## src/rtl/mem_copy_engine.sv

```systemverilog
// Overlap-safe byte copy engine (memmove semantics) driving a single-port data memory.
// Each byte takes one READ cycle into a holding register and one WRITE cycle out of it.
module mem_copy_engine #(
   parameter int AW = 8,
   parameter int DW = 8
) (
   input  logic          clk,
   input  logic          rst_n,
   input  logic          start,
   input  logic [AW-1:0] src_addr,
   input  logic [AW-1:0] dst_addr,
   input  logic [AW-1:0] len,
   output logic [AW-1:0] mem_addr,
   output logic          mem_wr_en,
   output logic [DW-1:0] mem_wdata,
   input  logic [DW-1:0] mem_rdata,
   output logic          busy,
   output logic          done
);

   typedef enum logic [1:0] {
      S_IDLE  = 2'd0,
      S_READ  = 2'd1,
      S_WRITE = 2'd2,
      S_DONE  = 2'd3
   } state_t;

   localparam logic [AW-1:0] ONE = {{(AW-1){1'b0}}, 1'b1};

   state_t        r_state;
   state_t        w_next;
   logic [AW-1:0] r_src_ptr;
   logic [AW-1:0] r_dst_ptr;
   logic [AW-1:0] r_cnt;
   logic [DW-1:0] r_hold;
   logic          r_desc;

   logic [AW-1:0] w_diff;
   logic          w_desc;
   logic [AW-1:0] w_len_m1;
   logic [AW-1:0] w_step;

   // Destination starting inside the source window would clobber unread bytes
   // when walking upward, so such copies run from the top end down.
   assign w_diff   = dst_addr - src_addr;
   assign w_desc   = (w_diff != '0) && (w_diff < len);
   assign w_len_m1 = len - ONE;
   assign w_step   = r_desc ? {AW{1'b1}} : ONE;

   assign mem_wdata = r_hold;

   always_ff @(posedge clk or negedge rst_n) begin
      if (!rst_n) begin
         r_state <= S_IDLE;
      end else begin
         r_state <= w_next;
      end
   end

   always_comb begin
      w_next    = r_state;
      mem_addr  = '0;
      mem_wr_en = 1'b0;
      busy      = 1'b1;
      done      = 1'b0;
      case (r_state)
         S_IDLE: begin
            busy = 1'b0;
            if (start) begin
               w_next = (len == '0) ? S_DONE : S_READ;
            end
         end
         S_READ: begin
            mem_addr = r_src_ptr;
            w_next   = S_WRITE;
         end
         S_WRITE: begin
            mem_addr  = r_dst_ptr;
            mem_wr_en = 1'b1;
            w_next    = (r_cnt == ONE) ? S_DONE : S_READ;
         end
         S_DONE: begin
            done   = 1'b1;
            w_next = S_IDLE;
         end
         default: begin
            w_next = S_IDLE;
         end
      endcase
   end

   always_ff @(posedge clk or negedge rst_n) begin
      if (!rst_n) begin
         r_src_ptr <= '0;
         r_dst_ptr <= '0;
         r_cnt     <= '0;
         r_hold    <= '0;
         r_desc    <= 1'b0;
      end else begin
         case (r_state)
            S_IDLE: begin
               if (start) begin
                  r_src_ptr <= w_desc ? (src_addr + w_len_m1) : src_addr;
                  r_dst_ptr <= w_desc ? (dst_addr + w_len_m1) : dst_addr;
                  r_cnt     <= len;
                  r_desc    <= w_desc;
               end
            end
            S_READ: begin
               r_hold <= mem_rdata;
            end
            S_WRITE: begin
               r_src_ptr <= r_src_ptr + w_step;
               r_dst_ptr <= r_dst_ptr + w_step;
               r_cnt     <= r_cnt - ONE;
            end
            default: begin
            end
         endcase
      end
   end

endmodule
```

## config.mk

```make
export PLATFORM = sky130hd
export DESIGN_NAME = mem_copy_engine
export DESIGN_NICKNAME = d
export VERILOG_FILES = /design/src/rtl/mem_copy_engine.sv
export SDC_FILE = /design/constraint.sdc
export NUM_CORES = 1
export LEC_CHECK = 0
export ABC_AREA = 1
export CAP_MARGIN = 0
export CORE_MARGIN = 10
export CORE_UTILIZATION = 53
export CTS_CLUSTER_DIAMETER = 40
export DETAILED_ROUTE_END_ITERATION = 8
export GPL_TIMING_DRIVEN = 0
export MAX_ROUTING_LAYER = met4
export PLACE_DENSITY = 0.8
export SYNTH_ARGS = -nofsm -noshare
export SYNTH_HDL_FRONTEND = slang
export SYNTH_SLANG_ARGS = --single-unit
export TNS_END_PERCENT = 10
```

## constraint.sdc

```tcl
create_clock -name clk -period 4.1 [get_ports clk]
set_input_delay 0.82 -clock clk [delete_from_list [all_inputs] [get_ports clk]]
set_output_delay 0.82 -clock clk [all_outputs]
set_load 0.01 [all_outputs]
```

Yosys cells after proc, flatten, opt, wreduce, memory -nomap -nowiden --
Cells that the tools add are included.
Storage, ports and cells: word-level logic and storage cells 43, bits in registers 35, output and inout bits 19, input port bits 35
Cells by class: muxes and demuxes 17, reduce and logical (&&, ||, !) cells 7, equality and inequality tests 5, magnitude comparators 1, $add $sub $neg 7
Operators by type and width (number):
- $pmux W8 S2 | 4
- $mux W8 | 6
- $add A8 B8 Y8 | 4
- $sub A8 B1 Y8 const B | 2
- $eq A8 B1 Y1 const B | 1
- $logic_not A8 Y1 | 1
- $lt A8 B8 Y1 | 1
- $pmux W2 S4 | 1
- $reduce_bool A8 Y1 | 1
- $sub A8 B8 Y8 | 1
- $mux W2 | 3
- $eq A2 B2 Y1 const B | 2
- $reduce_and A2 Y1 | 2
- $mux W1 | 3
- $eq A2 B1 Y1 const B | 1
- $logic_not A2 Y1 | 1
- $ne A2 B2 Y1 const B | 1
- $reduce_bool A2 Y1 | 1
- $logic_and A1 B1 Y1 | 1

Depth between registers and ports, before layout --
word-level depth 6, depth in mapped cells 21, mapped depth without buffers 20

Worst setup path before layout --
Ideal clock, no wire load.
path type input-to-reg, from input port dst_addr[0], to register r_src_ptr[3], data arrival time 3.097 ns, setup slack 0.938 ns, buffers on the path 0, data required time 4.034 ns, cell stages on the path 19, setup time 0.066 ns, cells stage by stage inv_1 ha_1 inv_1 fa_1 nand2_2 nand3_2 nand3_2 nand2_1 nand2_1 nand2_1 ha_1 nand2_1 o21ai_0 a21oi_4 a21boi_2 nand2_1 nand3_1 nand3_1 nand2_1
On the way: longest elaborated chain between the ends 6, elaborated cells between the ends (all ways) 7, classes of those cells 1 x add/sub; 1 x order compare; 3 x mux; 2 x reduce/logical
Ends and longest elaborated chain:
- from (decl) | line 11 | input logic [AW-1:0] dst_addr,
- $sub A8 B8 Y8 * | line 45 | assign w_diff = dst_addr - src_addr;
- $lt A8 B8 Y1 / $reduce_bool A8 Y1 (equally long branches) | line 46 | assign w_desc = (w_diff != '0) && (w_diff < len);
- $logic_and A1 B1 Y1 * | line 46
- $mux W8 * | line 103 | r_src_ptr <= w_desc ? (src_addr + w_len_m1) : src_addr;
- $mux W8 * | line 102 | if (start) begin
- $pmux W8 S2 * | line 100 | case (r_state)
- to (signal assigned) | line 103
- to (signal assigned) | line 113 | r_src_ptr <= r_src_ptr + w_step;
- to (decl) | line 32 | logic [AW-1:0] r_src_ptr;
Every way passes the cells marked *; elsewhere a longest branch is shown, timed or not. The select of a mux whose other input is x is not followed. A chain may end at the register's enable or synchronous reset.

Worst setup path after layout --
from input port src_addr[0], to register r_dst_ptr[1]
On the way: longest elaborated chain between the ends 6, elaborated cells between the ends (all ways) 7, classes of those cells 1 x add/sub; 1 x order compare; 3 x mux; 2 x reduce/logical
Ends and longest elaborated chain:
- from (decl) | line 10 | input logic [AW-1:0] src_addr,
- $sub A8 B8 Y8 * | line 45
- $lt A8 B8 Y1 / $reduce_bool A8 Y1 (equally long branches) | line 46
- $logic_and A1 B1 Y1 * | line 46
- $mux W8 * | line 104 | r_dst_ptr <= w_desc ? (dst_addr + w_len_m1) : dst_addr;
- $mux W8 * | line 102
- $pmux W8 S2 * | line 100
- to (signal assigned) | line 104
- to (signal assigned) | line 114 | r_dst_ptr <= r_dst_ptr + w_step;
- to (decl) | line 33 | logic [AW-1:0] r_dst_ptr;
Marks and branches as above.

==> results.ini <==
[floorplan]
core.rowCount = 31
fp.dieH_um = 107.2
start_util_pct = 54.99
core-area_um2 = 7331
die_area_um2 = 11500
io_pins = 54
fp.dieW_um = 107.2

[clock_network]
cts.clk_slew.worst_paths_ns = 0.08
htreeDepth = 2
cts_hold_buf = 0
ctsLongestPathBuffers = 2
cts_tree = done
cts-root-buf = clkbuf_8
cts_buffers = 5
cts.sinks = 35
clock_latency_ns = 0.30

[timing]
fin_crit_sh_pct = 94.01
tns_ns = 0
max_freq_ghz = 0.2594
skew_ns = 0.01049
tightest_slew_ns = 0.8246
layout_setup_ws_ns = 0.2454
worst_hold_slack_ns = 0.4829
hold_violations = 0
finalSetupViolations = 0
drv_slew = 0
grt_setup_unrepaired = false
layout_min_cycle_time_ns = 3.855
slew_headroom_pct = 45.03

[power_and_ir_drop]
powerDensity_nw_per_um2 = 611.7
ir_drop_mv = 0.3962
power.total_w = 0.002937
leakagePower_nw = 2.531

[worst_setup_path]
r2r-end = r_src_ptr[3]$_DFFE_PN0P_
cp.depth = 19
path_class = primary input to register
max_stage_delay_ns = 0.53
crit_top_cell = nand2_1
worstRegToRegCells = 9
path_buf_inv = 2
end_kind = register
critPathSlowestCell = clkdlybuf4s50_1
cp_max_fo = 8
r2r_slack_ns = 1.65
crit_family = adder cells
cp.arrival_ns = 4.07
cp.required_ns = 4.31
cp-start-kind = primary input
reg2reg_from = r_state[0]$_DFFE_PN0P_
crit_chain = clkdlybuf4s50_1 -> ha_1 -> inv_1 -> fa_1 -> nand2_2 -> nand3_2 -> nand3_2 -> nand2_1 -> nand2_1 -> nand2_1 -> ha_1 -> nand2_1 -> o21ai_0 -> a21oi_4 -> a21boi_4 -> nand2_1 -> nand3_1 -> nand2_1 -> o21ai_1

[worst_hold_path]
min_path_type = register to register
hold_start = mem_wdata[3]$_DFFE_PN0P_
min_path_cells = 2
whs_endpoint = mem_wdata[3]$_DFFE_PN0P_

[layout]
area_growth_pct = 19.09
stdcell_count = 760
diodes = 0
final_nets = 748
layout-drive-gt1-share_pct = 5.144
multi_input_area_um2 = 2750
fillerInstances = 649
seqCellArea_um2 = 875.8

[route]
ant_nets = 0
routed_wl_um = 11220
drc = 0
viasPerCell = 5.337
drt_pass1_iterations = 5
avgRoutedWirePerCell_um = 14.77
dr_total_vias = 4056
drtIter0Drc = 223

[synthesis]
async_flop_share_pct = 100.0
syn_nets = 688
avgSynthCellArea_um2 = 6.719
synth-seq-area-share_pct = 21.73
synth_seq_cells = 35
synth_ff_type = dfrtp_1
synth_cells = 600
yosysWarnings = 0
synth.distinct_cells = 38
syn_area_um2 = 4031
synth_edf_count = 0

[placed_design]
hpwl_um = 9099
placed_cells = 752
routabilityCongestion = 0.9251
place_ws_ns = -0.1267
numPortBuffers = 53

[global_route]
grt_max_degree = 36
gr-total-overflow = 0
grt_pass1_wl_um = 18430
grtUsageTotal_pct = 19.77
grt_pass1_vias = 3878
antenna_found_initial = 0

[run_status]
status = finished clean

[flow_run]
max-cap-violations = 0

logic make-up (layout without fill, tap and decap cells):
| logic type | count (synthesis) | count (layout) | share of synthesized area [%] |
|---|---|---|---|
| adders and majority gates | 53 | 53 | 17.38 |
| AOI/OAI and AO/OA | 96 | 96 | 13.78 |
| buffers and inverters | 102 | 163 | 10.24 |
| xor gates and xnor gates | 29 | 29 | 6.301 |
| and+or+nand+nor | 285 | 285 | 30.57 |
| DFF | 35 | 35 | 21.73 |
cells in the mapped netlist (6+ instances only):
cell      instances  share of area, %
o21ai_0          26               3.2
dfrtp_1          35                22
nand2_2           6              0.93
xor2_1           21               4.6
nand3_1          52               6.5
nand4_1           7               1.1
ha_1             48                15
inv_1            85               7.9
nand2_1         182                17
nor2_1           24               2.2
clkbuf_1          9              0.84
a21oi_1          46               5.7
xnor2_1           8               1.7
tightest hold or removal path: cells and delay by family (launching register included):
family,cells,cell delay [ns]
flip-flops,1,0.36
AND/OR/NAND/NOR,2,0.09
area by class of cell:
cell class	instances	area share [%]
inverter	86	6.724
sequential	35	18.24
clock inverter	3	0.9122
multi-input combinational	463	57.28
tap	99	2.580
clock buffer	5	1.433
timing repair buffer	53	10.95
buffer	16	1.876
power by group:
group	total [W]	leakage [nW]	switching, W	internal [W]
Combinational	0.00194	2.05	0.00116	0.000777
Sequential	0.000674	0.425	0.000157	0.000516
Clock	0.000325	0.0581	0.000144	0.000181
cells in the final DEF, fill, tap and decap left out, types with 5 or more instances in the layout:
cell,Yosys,final
ha_1,48,48
nand3_1,52,52
nor2_1,24,24
o21ai_0,26,26
nand2_1,182,182
a21oi_1,46,46
fa_1,5,5
clkbuf_1,9,9
xnor2_1,8,8
a31oi_1,5,5
nand4_1,7,7
inv_1,85,85
dfrtp_1,35,35
clkdlybuf4s50_1,0,52
clkbuf_8,0,5
xor2_1,21,21
nand2_2,6,6
per-stage QoR:
stage	instance area, um^2	util (%)
global route	4801	65.49
detailed placement	4681	63.85
floorplan	4031	-
finish	4801	65.49
global placement	4686	63.92
CTS	4793	65.39
registers in the layout, indices dropped and copies added, names as in the netlist:
name	count
r_state	2
r_src_ptr	8
r_cnt	8
r_dst_ptr	8
mem_wdata	8
r_desc	1
metal layers:
layer | global-route usage (%) | share of wire, % | up-vias
met5 | - | 0 | -
met2 | 32.16 | 46 | 117
met4 | 2.515 | 0.65 | 0
li1 | - | - | 2069
met3 | 3.234 | 5.5 | 10
met1 | 25.82 | 47 | 1860
repair_timing:
action	4_1_cts	5_1_grt
setup buffers	0	0
setup endpoints to repair	0	6
gates resized for setup	0	1
worst max-delay path by stage:
stage / slack [ns] / to / start
after floorplan: 0.94 / r_src_ptr[3]$_DFFE_PN0P_ / dst_addr[0]
after global placement: -0.06 / r_src_ptr[3]$_DFFE_PN0P_ / src_addr[0]
final: 0.25 / r_dst_ptr[1]$_DFFE_PN0P_ / src_addr[0]
after global routing: 0.04 / r_dst_ptr[1]$_DFFE_PN0P_ / src_addr[0]
after CTS: 0.17 / r_src_ptr[3]$_DFFE_PN0P_ / src_addr[0]
after detailed placement: -0.13 / r_src_ptr[5]$_DFFE_PN0P_ / src_addr[0]
No activity file was read; power rests on OpenSTA's default activity.
==> RTL change 1, RTL diff (same settings) <==
The parameter `AW` goes from 8 to 9.
--- a/src/rtl/mem_copy_engine.sv
+++ b/src/rtl/mem_copy_engine.sv
@@ -2,5 +2,5 @@
 // Each byte takes one READ cycle into a holding register and one WRITE cycle out of it.
 module mem_copy_engine #(
-   parameter int AW = 8,
+   parameter int AW = 9,
    parameter int DW = 8
 ) (
Interface: changed (resized dst_addr, len, mem_addr and src_addr); port bits go from 54 to 58. The function was not compared with the original's and may differ.
==> RTL change 1 against the original RTL <==
Clock power fell by 14%; critical endpoint is now r_src_ptr[5]$_DFFE_PN0P_; first-iteration DRC count fell by 2.2%; synthesized area rose by 12%; count of clock-buffer cells in the layout rose by 1; highest routed layer unchanged; design area rose by 12%; sequential cell count rose by 3; total power rose by 9.0%; worst setup slack improved by 0.0019 ns; largest cell class unchanged; wire length rose by 20%.
==> RTL change 1: results (changes against the original RTL) <==
| Metric | Value |
|---|---|
| Final wirelength | `13400 um (+20%)` |
| Setup Skew | `0.00916 ns (-0.00133 ns)` |
| Initial antenna violation count | `0 (unchanged)` |
| CP Max Fanout | `10 (+2)` |
| H-tree levels | `2 (unchanged)` |
| Clock Latency Late Sink | `0.30 ns (about the same)` |
| DR iter-0 viols | `218 (-2.2%)` |
| Via/cell ratio | `5.48 (+2.6%)` |
| M1 GR Usage | `24.4% (-1.5 points)` |
| Ys Warns | `0 (unchanged)` |
| First-pass GRT wire length | `22100 um (+20%)` |
| Reg2Reg Setup Slack | `1.55 ns (-0.10 ns)` |
| Maximum vdd drop | `239 uV (-40%)` |
| Met1 Wirelength | `5580 um (+5.1%)` |
| P_seq | `740 uW (+9.8%)` |
| Unique masters post-synth | `37 (-2.6%)` |
| Antenna cells | `0 (unchanged)` |
| Filler instances | `780 (+20%)` |
| Comb group | `2180 uW (+12%)` |
| Top post-synthesis cells by area | `dfrtp_1 (21%), nand2_1 (17%), ha_1 (15%), inv_1 (8.2%), nand3_1 (7.4%)` |
| Clock slew at reported path FFs | `0.08 ns (about the same)` |
| P_leak | `0.00287 uW (+14%)` |
| Placed Area | `5220 sq um (+12%)` |
| GRT met3 Usage | `2.40% (-0.84 points)` |
| WP data arrival | `4.05 ns (-0.02 ns)` |
| Layout Nets | `862 (+15%)` |
| Util after Layout | `65.2% (-0.31 points)` |
| Share of cells above drive strength 1 | `4.57% (-0.57 points)` |
| Synth cell count leaders | `nand2_1 (211), inv_1 (99), nand3_1 (67), a21oi_1 (63), ha_1 (54)` |
| Sequential area share after synthesis | `21.0% (-0.72 points)` |
| Drt first pass iters | `4 (-1)` |
| Vias in the first global route | `4716 (+22%)` |
| Syn_area_per_cell | `6.49 sq um (-3.3%)` |
| Port bufs | `57 (+7.5%)` |
| Ys async rst share | `100% (unchanged)` |
| Pin count of the biggest net entering global routing | `39 (+8.3%)` |
| Worst-Margin Slew | `0.878 ns (+0.0534 ns)` |
| Root buf cell | `clkbuf_8` |
| Worst min path class | `reg2reg` |
| Met2 usage | `37.2% (+5.0 points)` |
| Post-synthesis net count | `794 (+15%)` |
| DP Wirelength | `10900 um (+19%)` |
| Gpl congestion | `0.909 (-1.8%)` |
| GRT Total Usage | `21.3% (+1.5 points)` |
| Met2 WL | `6720 um (+29%)` |
| Routed met3 length | `719 um (+16%)` |
| Cell Int Power | `1560 uW (+6.0%)` |
| Status | `complete, no violations` |
-- RTL change 1: cell types whose count changed in the layout (fill, tap and decap cells not counted), moves of 4 or more --
cell,delta
a21oi_1,+16
ha_1,+6
inv_1,+13
nand2_1,+28
nand3_1,+15
nor2_1,+4
o21ai_0,+4
xor2_1,+4
-- RTL change 1: per-stage QoR --
stage,setup WS [ns],power (uW),instances,TNS [ns],hold WS [ns]
global route,0.0130,3540,871,0,0.508
global placement,-0.402,2800,859,-5.79,0.452
CTS,0.0225,3170,867,0,0.479
floorplan,0.714,2220,697,0,0.454
finish,0.247,3200,871,0,0.471
detailed placement,-0.460,2870,859,-6.92,0.461
-- RTL change 1: timing repair --
| item | 4_1_cts | 5_1_grt |
|---|---|---|
| resized for setup | 1 | 10 |
| buffers inserted | 0 | 2 |
| pin swaps | 0 | 3 |
| setup endpoints to repair | 14 | 19 |
| cloned | 0 | 2 |
| hold endpoints to repair | 0 | 0 |
-- RTL change 1: kinds of logic (layout without fill, tap and decap cells) --
| kind of cell | Yosys count | count (layout) | share of synthesized area (%) |
|---|---|---|---|
| and+or+nand+nor | 333 | 335 | 31.6 |
| buffers and inverters | 120 | 187 | 10.3 |
| AOI/OAI and AO/OA | 113 | 113 | 13.4 |
| adders and majority gates | 59 | 59 | 17.1 |
| DFF | 38 | 38 | 21.0 |
| xor gates and xnor gates | 34 | 34 | 6.58 |
-- RTL change 1: cell type report --
cell class,count,share of cell area (%)
buffer,17,1.56
clock buffer,6,1.53
clock inverter,2,0.232
inverter,103,7.18
multi-input combinational,541,58.5
sequential,38,17.7
tap,105,2.44
timing repair buffer,59,10.9
-- RTL change 1: worst max-delay path, cell delays in order --
cell,delay (ns)
clkdlybuf4s50_1,0.54
inv_1,0.06
ha_1,0.38
a21oi_2,0.22
o21a_1,0.15
nand3_1,0.08
nand2_2,0.14
inv_1,0.06
ha_1,0.31
nand4_1,0.16
inv_1,0.06
nand2_1,0.07
o211ai_1,0.15
nor2_4,0.29
nand2_4,0.12
buf_6,0.16
nand2_1,0.05
nand3_1,0.10
nand2_1,0.09
nand2_1,0.05
-- RTL change 1: worst paths after layout --
| check | from | to | cells past startpoint |
|---|---|---|---|
| setup / recovery | src_addr[5] | r_src_ptr[5]$_DFFE_PN0P_ | 20 |
| hold / removal | mem_wdata[7]$_DFFE_PN0P_ | mem_wdata[7]$_DFFE_PN0P_ | 2 |
| setup reg to reg | r_state[0]$_DFFE_PN0P_ | r_dst_ptr[6]$_DFFE_PN0P_ | 9 |
| hold reg to reg | mem_wdata[7]$_DFFE_PN0P_ | mem_wdata[7]$_DFFE_PN0P_ | 2 |
| max in group asynchronous | rst_n | r_dst_ptr[2]$_DFFE_PN0P_ | 1 |
| min in group asynchronous | rst_n | mem_wdata[4]$_DFFE_PN0P_ | 1 |
==> RTL change 2, RTL diff (same settings) <==
Without the edit above. Reset style: synchronous (`rst_n`), changed in 2 clocked blocks.
--- a/src/rtl/mem_copy_engine.sv
+++ b/src/rtl/mem_copy_engine.sv
@@ -50,5 +50,5 @@
    assign mem_wdata = r_hold;
 
-   always_ff @(posedge clk or negedge rst_n) begin
+   always_ff @(posedge clk) begin
       if (!rst_n) begin
          r_state <= S_IDLE;
@@ -90,5 +90,5 @@
    end
 
-   always_ff @(posedge clk or negedge rst_n) begin
+   always_ff @(posedge clk) begin
       if (!rst_n) begin
          r_src_ptr <= '0;
Check against the original RTL: differs if rst_n is asserted again (counterexample within 4 cycles, from zero or initial values and one cycle with rst_n low); with rst_n held inactive, the same outputs for 10 cycles.
==> RTL change 2 against the original RTL <==
Sequential cell count stayed put; critical path depth stayed put; global-route usage is 0.13 points higher; largest cell class unchanged; synthesized area down 2.8%; critical endpoint is now r_src_ptr[3]$_SDFFE_PN0P_; maximum frequency increased by 1.5%; wire length decreased by 0.85%; die area fell by 2.3%; via count grew 3.7%; worst setup slack improved by 0.058 ns; design area decreased by 2.6%; non-clock buffer count increased by 3.
Power is not compared: it rests on default switching activity, and its combinational part moved more than twofold at a synthesized area within 25%.
==> RTL change 2: results (changes against the original RTL) <==
| Metric | Value |
|---|---|
| Reg2Reg Setup Slack | `1.76 ns (+0.11 ns)` |
| WP data arrival | `3.98 ns (-0.09 ns)` |
| Synth cell count leaders | `nand2_1 (141), inv_1 (86), nand3_1 (59), a21oi_1 (58), ha_1 (48)` |
| Via/cell ratio | `5.46 (+2.2%)` |
| GRT met3 Usage | `3.50% (+0.27 points)` |
| Share of cells above drive strength 1 | `5.95% (+0.81 points)` |
| M1 GR Usage | `23.0% (-2.8 points)` |
| Status | `complete, no violations` |
| Setup Skew | `0.00765 ns (-0.00284 ns)` |
| Filler instances | `684 (+5.4%)` |
| Drt first pass iters | `7 (+2)` |
| GRT Total Usage | `19.9% (+0.13 points)` |
| Ys async rst share | `0% (-100 points)` |
| Layout Nets | `760 (+1.6%)` |
| Met2 usage | `34.5% (+2.3 points)` |
| Worst Hold Path EP | `r_cnt[5]$_SDFFE_PN0P_` |
| Reg-to-reg endpoint | `r_dst_ptr[6]$_SDFFE_PN0P_` |
| Sequential area share after synthesis | `17.9% (-3.8 points)` |
| Worst-Margin Slew | `0.703 ns (-0.121 ns)` |
| DR iter-0 viols | `209 (-6.3%)` |
| Top_reg_cell synth | `dfxtp_1` |
| CP Max Fanout | `10 (+2)` |
| Pin count of the biggest net entering global routing | `17 (-53%)` |
| Routed len/inst | `14.4 um (-2.3%)` |
| Vias in the first global route | `3992 (+2.9%)` |
| DP Wirelength | `9160 um (+0.67%)` |
[RTL change 2: cell types whose count changed after synthesis, sizes merged, moves of 3 or more]
cell    before  now
nand2      190  152
o21ai       28   51
dfxtp        0   35
dfrtp       35    0
a21oi       48   62
nand3b       0    3
nand3       56   61
nor2        26   38
clkbuf       9   12
xor2        21   15
[RTL change 2: layout make-up]
cell class | instances | area, sq um | share of cell area, %
well taps | 99 | 124 | 2.65
clock inverters | 1 | 30.0 | 0.642
repair buffers | 53 | 531 | 11.3
inverters | 88 | 330 | 7.06
plain buffers | 19 | 106 | 2.27
multi-input cells | 470 | 2780 | 59.5
flip-flops and latches | 35 | 701 | 15.0
clock buffers | 6 | 72.6 | 1.55
[RTL change 2: stage by stage]
stage / instance area [sq um] / worst slack (ns) / std cells / hold slack (ns)
2_1_floorplan: 3920 / 0.995 / 612 / 0.439
3_3_place_gp: 4570 / 0.113 / 764 / 0.451
3_5_place_dp: 4570 / 0.0667 / 764 / 0.463
4_1_cts: 4680 / 0.366 / 771 / 0.473
5_1_grt: 4680 / 0.0582 / 771 / 0.498
6_report: 4680 / 0.303 / 771 / 0.472
[RTL change 2: critical path: stages]
cell and delay (ns):
clkdlybuf4s50_1 0.62, inv_1 0.13, fa_1 0.50, nand2_1 0.10, nand3_2 0.08, nand3_2 0.07
nand2_1 0.05, nand2_1 0.05, nand2_1 0.11, ha_1 0.29, nand2_1 0.07, o21ai_0 0.08
a21oi_1 0.29, buf_2 0.30, nand3_1 0.10, nand3_1 0.13, nand3_1 0.08, nand2_1 0.08
inv_1 0.03
[RTL change 2: power by group through the flow]
stage	Combinational, uW	Sequential, uW	Clock [uW]
3_5_place_dp	681	422	0
3_3_place_gp	661	421	0
6_report	692	416	307
2_1_floorplan	492	415	0
4_1_cts	685	414	308
5_1_grt	778	421	320
[RTL change 2: worst max path at each step]
stage / slack (ns) / to / startpoint
6_report: 0.30 / r_src_ptr[3]$_SDFFE_PN0P_ / src_addr[1]
3_5_place_dp: 0.07 / r_dst_ptr[5]$_SDFFE_PN0P_ / src_addr[1]
2_1_floorplan: 1.0 / r_dst_ptr[7]$_SDFFE_PN0P_ / dst_addr[0]
5_1_grt: 0.06 / r_src_ptr[3]$_SDFFE_PN0P_ / src_addr[1]
4_1_cts: 0.37 / r_src_ptr[3]$_SDFFE_PN0P_ / src_addr[1]
3_3_place_gp: 0.11 / r_src_ptr[3]$_SDFFE_PN0P_ / src_addr[1]
[RTL change 2: cell families (layout without fill, tap and decap cells)]
logic type,Yosys count,in the layout,synth area share [%]
adders and majority gates,53,53,17.9
DFF,35,35,17.9
buffers and inverters,107,167,11.1
AOI/OAI and AO/OA,128,128,18.3
and+or+nand+nor,266,266,29.7
xor gates and xnor gates,23,23,5.14
